`config.mk`:
```
export PLATFORM = sky130hd
export DESIGN_NAME = serial_flag_unit_flat
export DESIGN_NICKNAME = d
export VERILOG_FILES = /design/src/rtl/serial_flag_unit_if.sv /design/src/rtl/serial_flag_unit.sv /design/src/flat_wrapper.sv
export SDC_FILE = /design/constraint.sdc
export NUM_CORES = 1
export LEC_CHECK = 0
export CORE_MARGIN = 2
export CORE_UTILIZATION = 51
export CTS_CLUSTER_DIAMETER = 150
export CTS_CLUSTER_SIZE = 12
export DETAILED_ROUTE_END_ITERATION = 6
export PLACE_DENSITY = 0.79
export SLEW_MARGIN = 20
export SYNTH_ARGS = -nofsm -noshare
export SYNTH_HDL_FRONTEND = slang
export SYNTH_SLANG_ARGS = --single-unit
```
`constraint.sdc`:
```
create_clock -name clk -period 3.31 [get_ports clk]
set_input_delay 0.4965 -clock clk [delete_from_list [all_inputs] [get_ports clk]]
set_output_delay 0.4965 -clock clk [all_outputs]
set_load 0.005 [all_outputs]
```
`src/rtl/serial_flag_unit_if.sv`:
```
// ============================================================================
// Module      : serial_flag_unit_if
// Description : Request/result bundle for serial_flag_unit. The overflow
//               signal exists only when SERIAL_FLAG_OVF_EN is defined.
// Revision    : 1.0 - initial release
// ============================================================================
`default_nettype none

interface serial_flag_unit_if #(
    parameter int WIDTH = 32
);
    logic             start;
    logic [WIDTH-1:0] a;
    logic [WIDTH-1:0] b;
    logic             signed_cmp;
    logic             busy;
    logic             done;
    logic             zero;
    logic             negative;
`ifdef SERIAL_FLAG_OVF_EN
    logic             overflow;
`endif

`ifdef SERIAL_FLAG_OVF_EN
    modport master (output start, a, b, signed_cmp,
                    input  busy, done, zero, negative, overflow);
    modport slave  (input  start, a, b, signed_cmp,
                    output busy, done, zero, negative, overflow);
`else
    modport master (output start, a, b, signed_cmp,
                    input  busy, done, zero, negative);
    modport slave  (input  start, a, b, signed_cmp,
                    output busy, done, zero, negative);
`endif

endinterface

`default_nettype wire

```
`src/rtl/serial_flag_unit.sv`:
```
// ============================================================================
// Module      : serial_flag_unit
// Description : Digit-serial a - b compare producing zero/negative flags
//               (signed or unsigned). Define SERIAL_FLAG_OVF_EN to add the
//               signed overflow flag output.
// Revision    : 1.0 - initial release
// ============================================================================
`default_nettype none

module serial_flag_unit #(
    parameter int WIDTH = 32,
    parameter int DIGIT = 8
) (
    input  wire logic         clk,
    input  wire logic         rst_n,
    serial_flag_unit_if.slave bus
);

    localparam int c_NDIG = WIDTH / DIGIT;
    localparam int c_CW   = (c_NDIG > 1) ? $clog2(c_NDIG) : 1;
    localparam logic [c_CW-1:0] c_LAST = c_CW'(c_NDIG - 1);

    localparam logic [1:0] c_IDLE = 2'd0;
    localparam logic [1:0] c_RUN  = 2'd1;
    localparam logic [1:0] c_DONE = 2'd2;

    generate
        if ((WIDTH % DIGIT) != 0 || DIGIT < 1) begin : g_width_check
            $error("serial_flag_unit: DIGIT must divide WIDTH");
        end
    endgenerate

    logic [1:0]       r_state;
    logic [1:0]       w_next;
    logic             w_busy;
    logic             w_done;

    logic [WIDTH-1:0] r_a;
    logic [WIDTH-1:0] r_b;
    logic             r_signed;
    logic             r_carry;
    logic             r_zacc;
    logic [c_CW-1:0]  r_cnt;
    logic             r_zero;
    logic             r_neg;

    logic             w_accept;
    logic             w_last;
    logic [DIGIT:0]   w_sum;
    logic             w_ovf;
    logic             w_fin_zero;
    logic             w_fin_neg;

    // Operands shift right each step, so the active digit is always the low one
    // and on the last step its top bit is the operand sign bit.
    assign w_sum      = {1'b0, r_a[DIGIT-1:0]} + {1'b0, ~r_b[DIGIT-1:0]}
                      + {{DIGIT{1'b0}}, r_carry};
    assign w_last     = (r_state == c_RUN) && (r_cnt == c_LAST);
    assign w_accept   = bus.start && (r_state != c_RUN);
    assign w_ovf      = (r_a[DIGIT-1] != r_b[DIGIT-1]) && (w_sum[DIGIT-1] != r_a[DIGIT-1]);
    assign w_fin_zero = r_zacc && (w_sum[DIGIT-1:0] == '0);
    assign w_fin_neg  = r_signed ? (w_sum[DIGIT-1] ^ w_ovf) : ~w_sum[DIGIT];

    always_ff @(posedge clk or negedge rst_n) begin
        if (!rst_n) begin
            r_state <= c_IDLE;
        end else begin
            r_state <= w_next;
        end
    end

    always_comb begin
        w_next = r_state;
        case (r_state)
            c_IDLE:  w_next = bus.start ? c_RUN : c_IDLE;
            c_RUN:   w_next = w_last ? c_DONE : c_RUN;
            c_DONE:  w_next = bus.start ? c_RUN : c_IDLE;
            default: w_next = c_IDLE;
        endcase
    end

    always_comb begin
        w_busy = 1'b0;
        w_done = 1'b0;
        case (r_state)
            c_RUN:   w_busy = 1'b1;
            c_DONE:  w_done = 1'b1;
            default: ;
        endcase
    end

    always_ff @(posedge clk or negedge rst_n) begin
        if (!rst_n) begin
            r_a      <= '0;
            r_b      <= '0;
            r_signed <= 1'b0;
            r_carry  <= 1'b1;
            r_zacc   <= 1'b1;
            r_cnt    <= '0;
            r_zero   <= 1'b0;
            r_neg    <= 1'b0;
        end else if (w_accept) begin
            r_a      <= bus.a;
            r_b      <= bus.b;
            r_signed <= bus.signed_cmp;
            r_carry  <= 1'b1;
            r_zacc   <= 1'b1;
            r_cnt    <= '0;
        end else if (r_state == c_RUN) begin
            r_a     <= r_a >> DIGIT;
            r_b     <= r_b >> DIGIT;
            r_carry <= w_sum[DIGIT];
            r_zacc  <= w_fin_zero;
            r_cnt   <= w_last ? '0 : r_cnt + 1'b1;
            if (w_last) begin
                r_zero <= w_fin_zero;
                r_neg  <= w_fin_neg;
            end
        end
    end

`ifdef SERIAL_FLAG_OVF_EN
    logic r_ovf;

    always_ff @(posedge clk or negedge rst_n) begin
        if (!rst_n) begin
            r_ovf <= 1'b0;
        end else if (w_last) begin
            r_ovf <= w_ovf;
        end
    end

    assign bus.overflow = r_ovf;
`endif

    assign bus.busy     = w_busy;
    assign bus.done     = w_done;
    assign bus.zero     = r_zero;
    assign bus.negative = r_neg;

endmodule

`default_nettype wire

```
`src/flat_wrapper.sv`:
```
// flat-port wrapper written by rule: the top's interface ports become plain ports
module serial_flag_unit_flat 
#(
    parameter int WIDTH = 32,
    parameter int DIGIT = 8
)
  (clk, rst_n, bus_start, bus_a, bus_b, bus_signed_cmp, bus_busy, bus_done, bus_zero, bus_negative);
  serial_flag_unit_if #(.WIDTH(WIDTH)) bus_i ();
  input  wire logic clk;
  input  wire logic rst_n;
  input wire logic [$bits(bus_i.start)-1:0] bus_start;
  input wire logic [$bits(bus_i.a)-1:0] bus_a;
  input wire logic [$bits(bus_i.b)-1:0] bus_b;
  input wire logic [$bits(bus_i.signed_cmp)-1:0] bus_signed_cmp;
  output wire logic [$bits(bus_i.busy)-1:0] bus_busy;
  output wire logic [$bits(bus_i.done)-1:0] bus_done;
  output wire logic [$bits(bus_i.zero)-1:0] bus_zero;
  output wire logic [$bits(bus_i.negative)-1:0] bus_negative;
  assign bus_i.start = bus_start;
  assign bus_i.a = bus_a;
  assign bus_i.b = bus_b;
  assign bus_i.signed_cmp = bus_signed_cmp;
  assign bus_busy = bus_i.busy;
  assign bus_done = bus_i.done;
  assign bus_zero = bus_i.zero;
  assign bus_negative = bus_i.negative;
  serial_flag_unit #(.WIDTH(WIDTH), .DIGIT(DIGIT)) u_core (.clk(clk), .rst_n(rst_n), .bus(bus_i));
endmodule
```
==> metrics.log, run 1 <==
INFO  metric chip_height = ~90 µm
INFO  metric count_of_mapped_cells_out_of_synthesis = approximately 350
INFO  metric timing_worst_slew_pin_value = a little over 900 ps
INFO  metric drv_slew = 0
INFO  metric rrSetupSlack = 290 ps
INFO  metric synth_seq_area_share = around half
INFO  metric drt_first_pass_iters = 4
INFO  metric rsz0062_at_grt = no
INFO  metric dpl-instance-area = around 4300 µm²
INFO  metric layout.nets = ~490
INFO  metric postRouteWirelength = about 7000 µm
INFO  metric main_combinational_cell_family_by_area_after_synthesis = multiplexers
INFO  metric skew = around 10 ps
INFO  metric pwr-share-comb = between 30 and 40%
INFO  metric period_share = 91.2%
INFO  metric tritoncts = done
INFO  metric cts.repair_timing.setup_buffer_count = 0
INFO  metric critical_path.startpoint_type = flip-flop
INFO  metric yosys.area_share.adder = ~4.5%
INFO  metric clk_root_buffer_cell = clkbuf_8
INFO  metric worstPathMaxFanout = 3
INFO  metric clockBufferDepth = 2
INFO  metric synth.distinct_cells = 30
INFO  metric tritoncts.num_buffers = 9
INFO  metric grtUsageTotal = between 10% and 20%
INFO  metric post_synthesis_xor_xnor_area_fraction = less than 1%
INFO  metric fmaxAchievable = roughly 0.33 GHz
INFO  metric p_clk_share = 20.0%
INFO  metric setup_viol_count_final = 0
INFO  metric post_synth_and_or_nand_nor_area_fraction = a little over a tenth
INFO  metric routed-via-count = 2654
INFO  metric gp_congestion = 0.937
INFO  metric p_switching = 0.00137 W
INFO  metric synth.ff_latch_count = 73
INFO  metric muxShareOfSynthArea = between 10% and 20%
INFO  metric synth_top_cells_by_area = dfrtp_1 (50%), mux2i_1 (18%), o21ai_0 (7.4%)
INFO  metric drv.max_cap_violation_count = 0
INFO  metric rr_worst_depth = 12
INFO  metric grt_pass1_wl = around 12000 µm
INFO  metric final_design_area_no_fill = about 4500 µm²
INFO  metric syn_area = about 3600 µm²
INFO  metric vias_per_cell = around 5.2
INFO  metric hold_viol_final = 0
INFO  metric asyncSetResetFlopFracSynth = 100%
INFO  metric grt_antenna_before_repair = 0
INFO  metric drc = 0
INFO  metric cp_data_required_time = ~3600 ps
INFO  metric ant_nets = 0
INFO  metric outcome = finished, final reports clean
INFO  metric critPathSlowestCell = dfstp_2
INFO  metric timing.critical_path.arrival = about 3300 ps
INFO  metric worst_min_delay_path_category = input pin to async pin
INFO  metric portBuffers = 71
INFO  metric final_cells = around 510
INFO  metric most_used_standard_cell_by_instance_count_after_synthesis = dfrtp_1
INFO  metric initial_core_util = 52.7%
INFO  metric netlist.area_leader.share = about 50%
INFO  metric worstPathCellList = inv_1, fa_1, nand2b_1, a21oi_1, o31a_1, o21a_1, nor2_1, fa_1, nand4_1, a21oi_1, o21ai_0, o31ai_1
INFO  metric wl_per_cell = ~14 µm
INFO  metric worst_ir_drop_vdd = between 0.4 and 0.5 mV
INFO  metric fp.coreArea = a little under 7000 µm²
INFO  metric grt_start_max_net_pins = 74
INFO  metric hold_buffers_post_cts = 0
INFO  metric finalCriticalPeriod = roughly 3000 ps
INFO  metric swShare = 37.1%
INFO  metric layout-drive-gt1-share = 6.22%
INFO  metric yosys_warnings = 0
INFO  metric antenna_cells_inserted = 0
INFO  metric number_of_synthesized_flops_with_an_enable_pin = 0
INFO  metric cts_sinks = between 70 and 80
INFO  metric worst_r2r_startpoint = u_core.r_carry
INFO  metric floorplan.die.width = between 80 and 90 µm
INFO  metric level_count_of_the_clock_h_tree = 3
INFO  metric syn2layout_area_growth = 26.9%
INFO  metric die_area = about 7700 µm²
INFO  metric postSynthNetCount = 428
INFO  metric final.setup.tns = 0 ps
INFO  metric yosysTopAreaCell = dfrtp_1
INFO  metric postSynth.topFlopCell = dfrtp_1
INFO  metric rows = 30
INFO  metric top_level_ports = 72
INFO  metric cpPeakStageDelay = approximately 530 ps
INFO  metric clk_transition_reported_paths = approximately 80 ps
INFO  metric post_cts.resized_instances = 0
INFO  metric internal_power = approximately 0.0023 W
INFO  metric crit_type = flip-flop to flip-flop
INFO  metric cp-end-kind = flip-flop
INFO  metric top_cell_types_by_occurrence_after_synthesis = dfrtp_1 (71), mux2i_1 (64), nand2_1 (57), o21ai_0 (53), nor2_1 (23)
INFO  metric power_per_cell_area = 811 nW/µm²
INFO  metric fillCellCount = 545
INFO  metric global_route.overflow_total = 0
INFO  metric maxSlewHeadroom = roughly two fifths
INFO  metric power_leakage = between 2 and 2.5 nW
INFO  metric clock_latency = between 300 and 400 ps
INFO  metric worstReg2RegEnd = u_core.r_zacc
INFO  metric avgSynthCellArea = between 10 and 15 µm²
INFO  metric placed_instance_count = roughly 500
INFO  metric first_global_vias = 2577
INFO  metric dr.first_iter.drc_count = 121
INFO  metric place_hpwl = 4990 µm
INFO  metric share_seq_of_total_power = between 40% and 50%
INFO  metric synth_compound_area_share = 11.3%
metrics by stage:
| step | power [W] | utilization (%) | setup WS [ps] | hold slack [ps] |
|---|---|---|---|---|
| after floorplan | 0.00256 | - | 588 | 201 |
| after global placement | 0.00288 | 63.8 | 483 | 460 |
| after detailed placement | 0.00295 | 63.8 | 328 | 462 |
| after CTS | 0.00372 | 66.9 | 294 | 306 |
| after global routing | 0.00402 | 66.9 | 86.6 | 339 |
| final | 0.00369 | 66.9 | 290 | 267 |
cell type report:
class | count | area, µm² | share of cell area, %
Clock buffer | 11 | 131 | 2.89
Clock inverter | 5 | 80.1 | 1.76
Inverter | 13 | 48.8 | 1.07
Multi-Input combinational cell | 242 | 1600 | 35.1
Sequential cell | 73 | 1830 | 40.2
Tap cell | 96 | 120 | 2.64
Timing Repair Buffer | 74 | 741 | 16.3
placed cells by master, fill, tap and decap left out, types with 4 or more instances in the layout:
cell              n
a21oi_1           5
buf_4             4
clkbuf_8          9
clkdlybuf4s50_1  69
dfrtp_1          71
ha_1              8
inv_1            12
mux2i_1          64
nand2_1          57
nand2b_1          4
nor2_1           23
o21ai_0          53
layer usage:
metal	global-route usage [%]	up-vias	part of all wire (%)
met3	6.50	6	5.4
met4	5.59	0	0.57
met5	0	-	0
met1	24.4	1266	44
met2	33.3	61	50
li1	-	1321	-
sequential cells by signal, indices dropped and copies added, names as in the netlist:
register and count:
u_core.r_carry 1, u_core.r_zacc 1, u_core.bus.negative 1, u_core.bus.zero 1
u_core.r_signed 1, u_core.r_b 32, u_core.r_state 2, u_core.r_cnt 2
u_core.r_a 32
power groups by stage:
| stage | clock network (W) | logic (W) | registers, W |
|---|---|---|---|
| 2_1_floorplan | 0 | 0.00112 | 0.00143 |
| 3_3_place_gp | 0 | 0.00140 | 0.00148 |
| 3_5_place_dp | 0 | 0.00145 | 0.00150 |
| 4_1_cts | 0.000763 | 0.00147 | 0.00149 |
| 5_1_grt | 0.000804 | 0.00168 | 0.00153 |
| 6_report | 0.000740 | 0.00146 | 0.00149 |
worst max-delay path: cells and delay by family, from the launching register on:
family	cells	cell delay [ps]
simple gates	3	330
fa+ha+maj	2	940
compound gates	6	1080
buf+inv	1	50
flops	1	530
how the worst max path moves through the flow:
stage	from	depth (start not counted)	endpoint	slack, ps
finish	u_core.r_carry	12	u_core.r_zacc	290
floorplan	u_core.r_carry	12	u_core.r_zacc	590
CTS	u_core.r_carry	12	u_core.r_zacc	290
global placement	u_core.r_carry	12	u_core.r_zacc	480
global route	u_core.r_carry	12	u_core.r_zacc	90
detailed placement	u_core.r_carry	12	u_core.r_zacc	330
cell families (layout without fill, tap and decap cells):
| family | count (synthesis) | after routing |
|---|---|---|
| buffers and inverters | 34 | 103 |
| XOR/XNOR | 1 | 1 |
| AO/OA/AOI/OAI | 72 | 72 |
| flip-flops | 73 | 73 |
| adder cells (fa/ha/maj) | 11 | 11 |
| multiplexers | 64 | 64 |
| AND/OR/NAND/NOR | 94 | 94 |
(Power assumes the default switching activity.)
==> run 2: changes to the inputs <==
==> constraint.sdc (replaced) <==
create_clock -name clk -period 3.31 [get_ports clk]
set_input_delay 0.662 -clock clk [delete_from_list [all_inputs] [get_ports clk]]
set_output_delay 0.662 -clock clk [all_outputs]
set_load 0.005 [all_outputs]
==> metrics.log, run 2 (synthesis results as in run 1) <==
INFO  metric outcome = finished, final reports clean (unchanged)
INFO  metric floorplan.die.width = 87.8 µm (unchanged)
INFO  metric cts_sinks = 73 (unchanged)
INFO  metric clk_transition_reported_paths = 80 ps (about the same)
INFO  metric cp_data_required_time = 3560 ps (was 3550 ps)
INFO  metric fmaxAchievable = 0.341 GHz (was 0.331 GHz)
INFO  metric grt_antenna_before_repair = 0 (unchanged)
INFO  metric rr_worst_depth = 12 (unchanged)
INFO  metric tritoncts.num_buffers = 9 (unchanged)
INFO  metric final.setup.tns = 0 ps (unchanged)
INFO  metric drv_slew = 0 (unchanged)
INFO  metric routed-via-count = 2635 (was 2654)
INFO  metric drt_first_pass_iters = 4 (unchanged)
INFO  metric initial_core_util = 52.7% (unchanged)
INFO  metric highest_count_cells_in_the_layout_ignoring_fill_and_taps = dfrtp_1 (71), clkdlybuf4s50_1 (69), mux2i_1 (64), nand2_1 (57), o21ai_0 (53) (unchanged)
INFO  metric place_hpwl = 4930 µm (was 4990 µm)
INFO  metric post_cts.resized_instances = 0 (unchanged)
INFO  metric rows = 30 (unchanged)
INFO  metric tritoncts = done (unchanged)
INFO  metric cp-end-kind = flip-flop (unchanged)
INFO  metric timing.critical_path.arrival = 3190 ps (was 3260 ps)
INFO  metric worst_min_delay_path_category = input pin to async pin (unchanged)
INFO  metric portBuffers = 71 (unchanged)
INFO  metric p_clk_share = 17.5% (was 20.0%)
INFO  metric postRouteWirelength = 7220 µm (was 7180 µm)
INFO  metric hold_buffers_post_cts = 0 (unchanged)
INFO  metric worst_r2r_startpoint = u_core.r_carry (unchanged)
INFO  metric antenna_cells_inserted = 0 (unchanged)
INFO  metric worstPathMaxFanout = 3 (unchanged)
INFO  metric finalPower = 0.00354 W (was 0.00369 W)
INFO  metric top_level_ports = 72 (unchanged)
INFO  metric clockBufferDepth = 2 (unchanged)
INFO  metric ant_nets = 0 (unchanged)
INFO  metric power_leakage = 2.10 nW (was 2.11 nW)
INFO  metric p_switching = 0.00136 W (was 0.00137 W)
INFO  metric chip_height = 87.8 µm (unchanged)
INFO  metric grtUsageTotal = 20.6% (was 19.7%)
INFO  metric gp_congestion = 0.936 (was 0.937)
INFO  metric swShare = 38.3% (was 37.1%)
INFO  metric rsz0062_at_grt = no (unchanged)
INFO  metric setup_viol_count_final = 0 (unchanged)
INFO  metric layout.nets = 491 (was 492)
INFO  metric skew = 7.77 ps (was 9.97 ps)
INFO  metric clock_latency = 340 ps (was 330 ps)
INFO  metric maxSlewHeadroom = 36.2% (was 39.3%)
INFO  metric critical_path.startpoint = u_core.r_carry (unchanged)
INFO  metric leading_cell_type_in_the_layout_fill_and_taps_excluded = dfrtp_1 (unchanged)
INFO  metric grt_start_max_net_pins = 120 (was 74)
INFO  metric level_count_of_the_clock_h_tree = 3 (unchanged)
INFO  metric first_global_vias = 2689 (was 2577)
INFO  metric power_per_cell_area = 788 nW/µm² (was 811 nW/µm²)
INFO  metric vias_per_cell = 5.16 (about the same)
INFO  metric largest_registers_ranked_by_flip_flop_count = u_core.r_a (32), u_core.r_b (32) (unchanged)
INFO  metric finalCriticalPeriod = 2930 ps (was 3020 ps)
INFO  metric period_share = 88.6% (was 91.2%)
INFO  metric die_area = 7710 µm² (unchanged)
INFO  metric rrSetupSlack = 380 ps (was 290 ps)
INFO  metric internal_power = 0.00219 W (was 0.00232 W)
INFO  metric timing_worst_slew_pin_value = 958 ps (was 910 ps)
INFO  metric clk_root_buffer_cell = clkbuf_8 (unchanged)
INFO  metric global_route.overflow_total = 0 (unchanged)
INFO  metric drc = 0 (unchanged)
INFO  metric drv.max_cap_violation_count = 0 (unchanged)
INFO  metric cts.repair_timing.setup_buffer_count = 0 (unchanged)
INFO  metric critical_path.startpoint_type = flip-flop (unchanged)
INFO  metric worstReg2RegEnd = u_core.r_zacc (unchanged)
INFO  metric layout-drive-gt1-share = 6.02% (was 6.22%)
INFO  metric grt_pass1_wl = 12400 µm (was 11800 µm)
INFO  metric hold_viol_final = 0 (unchanged)
INFO  metric crit_type = flip-flop to flip-flop (unchanged)
INFO  metric worst_ir_drop_vdd = 0.454 mV (was 0.482 mV)
INFO  metric wl_per_cell = 14.1 µm (was 14.0 µm)
INFO  metric pwr-share-comb = 40.7% (was 39.6%)
INFO  metric fp.coreArea = 6790 µm² (unchanged)
INFO  metric syn2layout_area_growth = 25.5% (was 26.9%)
INFO  metric dr.first_iter.drc_count = 163 (was 121)
INFO  metric share_seq_of_total_power = 41.9% (was 40.3%)
INFO  metric cp-endpoint = u_core.r_zacc (unchanged)
## run 2: changes by cell type in the layout (fill, tap and decap cells not counted)
| cell | change |
|---|---|
| bufinv_16 | -2 |
| clkinvlp_4 | -1 |
| buf_4 | -1 |
| clkinv_2 | +1 |
| clkbuf_8 | +2 |
| clkbuf_1 | -2 |
## run 2: critical path, stage by stage (launching register included)
cell and delay [ps]:
dfstp_2 530, inv_1 50, fa_1 460, nand2b_1 180, a21oi_1 200, o31a_1 180
o21a_1 120, nor2_1 40, fa_1 480, nand4_1 100, a21oi_1 110, o21ai_0 110
o31ai_1 280
## run 2: layer usage
metal | global-route usage, % | routed length, µm | up-vias
met5 | 0 | 0 | -
met4 | 7.97 | 97 | 0
met3 | 5.66 | 419 | 10
met2 | 32.1 | 3550 | 57
met1 | 27.7 | 3150 | 1253
li1 | - | - | 1315
## run 2: power groups by stage
| stage | clock [W] | sequential [W] | combinational, W |
|---|---|---|---|
| floorplan | 0 | 0.00143 | 0.00112 |
| global placement | 0 | 0.00149 | 0.00139 |
| detailed placement | 0 | 0.00150 | 0.00144 |
| CTS | 0.000634 | 0.00149 | 0.00145 |
| global route | 0.000673 | 0.00153 | 0.00167 |
| finish | 0.000620 | 0.00148 | 0.00144 |
## run 2: how the worst min path moves through the flow
stage	start	to	cells past startpoint
finish	rst_n	u_core.r_a[18]	1
floorplan	rst_n	u_core.bus.negative	0
global route	rst_n	u_core.r_a[17]	1
CTS	rst_n	u_core.r_a[25]	1
global placement	u_core.r_b[24]	u_core.r_b[16]	2
detailed placement	u_core.r_b[14]	u_core.r_b[6]	2
## run 2: area by class of cell
class                   instances  area (µm²)
flip-flops and latches         73        1830
inverters                      13        48.8
clock buffers                  11         151
clock inverters                 3        17.5
fillers                       553        2300
multi-input cells             242        1600
repair buffers                 73         733
well taps                      96         120
## run 2: through the flow
stage               setup WS [ps]  util (%)  instance area, µm²  hold WS (ps)  cells
floorplan                     588         -                3580           366    349
global placement              494      63.7                4330           460    497
detailed placement            353      63.7                4330           467    497
CTS                           363      66.2                4500           474    511
global route                  129      66.2                4500           510    511
finish                        377      66.2                4500           440    511
==> RTL edit (config.mk and constraints of run 2) <==
`WIDTH` is set to 32 in 3 places; all go to 64.
--- a/src/rtl/serial_flag_unit_if.sv
+++ b/src/rtl/serial_flag_unit_if.sv
@@ -7,7 +7,7 @@
 `default_nettype none
 
 interface serial_flag_unit_if #(
-    parameter int WIDTH = 32
+    parameter int WIDTH = 64
 );
     logic             start;
     logic [WIDTH-1:0] a;
--- a/src/rtl/serial_flag_unit.sv
+++ b/src/rtl/serial_flag_unit.sv
@@ -8,7 +8,7 @@
 `default_nettype none
 
 module serial_flag_unit #(
-    parameter int WIDTH = 32,
+    parameter int WIDTH = 64,
     parameter int DIGIT = 8
 ) (
     input  wire logic         clk,
--- a/src/flat_wrapper.sv
+++ b/src/flat_wrapper.sv
@@ -1,7 +1,7 @@
 // flat-port wrapper written by rule: the top's interface ports become plain ports
 module serial_flag_unit_flat 
 #(
-    parameter int WIDTH = 32,
+    parameter int WIDTH = 64,
     parameter int DIGIT = 8
 )
   (clk, rst_n, bus_start, bus_a, bus_b, bus_signed_cmp, bus_busy, bus_done, bus_zero, bus_negative);
Interface: changed (resized bus_a and bus_b); port bits go from 72 to 136. The function was not compared with the original's and may differ.
==> RTL edit against run 2 <==
Combinational power is 53% higher. Design area is 90% higher. Sequential cell count is 65 higher. Worst setup slack worse by 0.20 ns. Cell count is 83% higher. Area after synthesis is 85% higher. Sequential share of layout area is 0.25 points lower. Non-clock buffer count is 69 higher. Power is 87% higher. Routed wire length is 100% higher. Critical endpoint unchanged. Largest cell class unchanged. Largest power group unchanged.
==> RTL edit: results (changes against run 2) <==
drtPass1Iterations: 5  # +1
wl_per_cell_um: 15.8  # +12%
route.met3.wl_um: 677  # +62%
clkTransAtPathRegs_ns: 0.06  # -0.02 ns
rrSetupSlack_ns: 0.17  # -0.20 ns
wl_met2_mm: 7.52  # +110%
use_met3_pct: 5.91  # +0.26 points
slew_headroom_pct: 41.9  # +5.7 points
placedCellCount: 901  # +81%
hold_path.class: "input pin to asynchronous set/reset pin"
ys_top_cells_by_area: "dfrtp_1 (51%), mux2i_1 (19%), o21ai_0 (7.1%)"
grt_pass1_wl_mm: 25.2  # +100%
status: "finished, final reports clean"
top_regs: "u_core.r_a: 64 flops, u_core.r_b: 64 flops, u_core.r_cnt: 3 flops"
grt_max_degree: 108  # -10%
gp_congestion: 0.827  # -12%
drive_gt1_share_pct: 6.96  # +0.94 points
seq_area_frac_synth_pct: 52.3  # +1.2 points
reg2reg_depth: 12  # unchanged
io_buffers: 135  # +90%
hpwl_mm: 10.2  # +110%
initial_utilization_pct: 52.4  # -0.35 points
htreeDepth: 4  # +1
cts_buffers: 17  # +8
num-nets-final: 892  # +82%
switching_share_pct: 35.2  # -3.1 points
clock_skew_ns: 0.00716  # -0.000611 ns
leakagePower_nw: 4.00  # +91%
grt_pass1_vias: 5065  # +88%
netlist_instances: 630  # +81%
syn_nets: 774  # +81%
grtUsageMet1_pct: 28.2  # +0.46 points
dr.max_layer_used: "met4"
peakVddDrop_v: 0.000412  # -9.2%
cp.arrival_ns: 3.46  # +0.27 ns
synth_cell_types: 37  # +23%
drt_iter0_drc: 387  # +140%
## RTL edit: changes by cell type after synthesis, moves of 7 or more
cell,before,now
buf_2,14,22
nand2_1,57,119
dfrtp_1,71,136
clkbuf_1,4,11
mux2i_1,64,128
o21ai_1,1,23
o21ai_0,53,94
buf_6,0,9
## RTL edit: final cells by class
class / count / area [µm²]
fill: 1013 / 4070
multi-input combinational: 436 / 2850
clock inverter: 8 / 42.5
clock buffer: 24 / 502
inverter: 13 / 55.1
timing repair buffer: 142 / 1430
sequential: 138 / 3460
tap: 172 / 215
## RTL edit: metrics by stage
stage | hold WS, ns | power, W | utilization (%) | setup slack (ns) | cell area [µm²]
6_report | 0.273 | 0.00663 | 67.7 | 0.174 | 8550
5_1_grt | 0.335 | 0.00714 | 67.7 | 0.00475 | 8550
4_1_cts | 0.297 | 0.00665 | 67.7 | 0.184 | 8540
3_5_place_dp | 0.465 | 0.00489 | 63.4 | 0.195 | 8000
3_3_place_gp | 0.461 | 0.00473 | 63.4 | 0.428 | 8000
2_1_floorplan | 0.366 | 0.00433 | - | 0.536 | 6610
## RTL edit: power by group through the flow
stage          logic (W)  clock network (W)  registers, W
3_5_place_dp     0.00218                  0       0.00271
6_report         0.00220            0.00172       0.00270
3_3_place_gp     0.00205                  0       0.00268
5_1_grt          0.00252            0.00184       0.00278
2_1_floorplan    0.00173                  0       0.00260
4_1_cts          0.00220            0.00175       0.00270
## RTL edit: kinds of logic (layout without fill, tap and decap cells)
kind of cell	after synthesis	count (layout)	synth area share (%)
AOI/OAI and AO/OA	136	136	11.1
xor gates and xnor gates	1	1	0.133
adders and majority gates	12	12	2.61
buffers and inverters	56	187	4.73
DFF	138	138	52.3
muxes	128	128	19.4
and+or+nand+nor	159	159	9.71
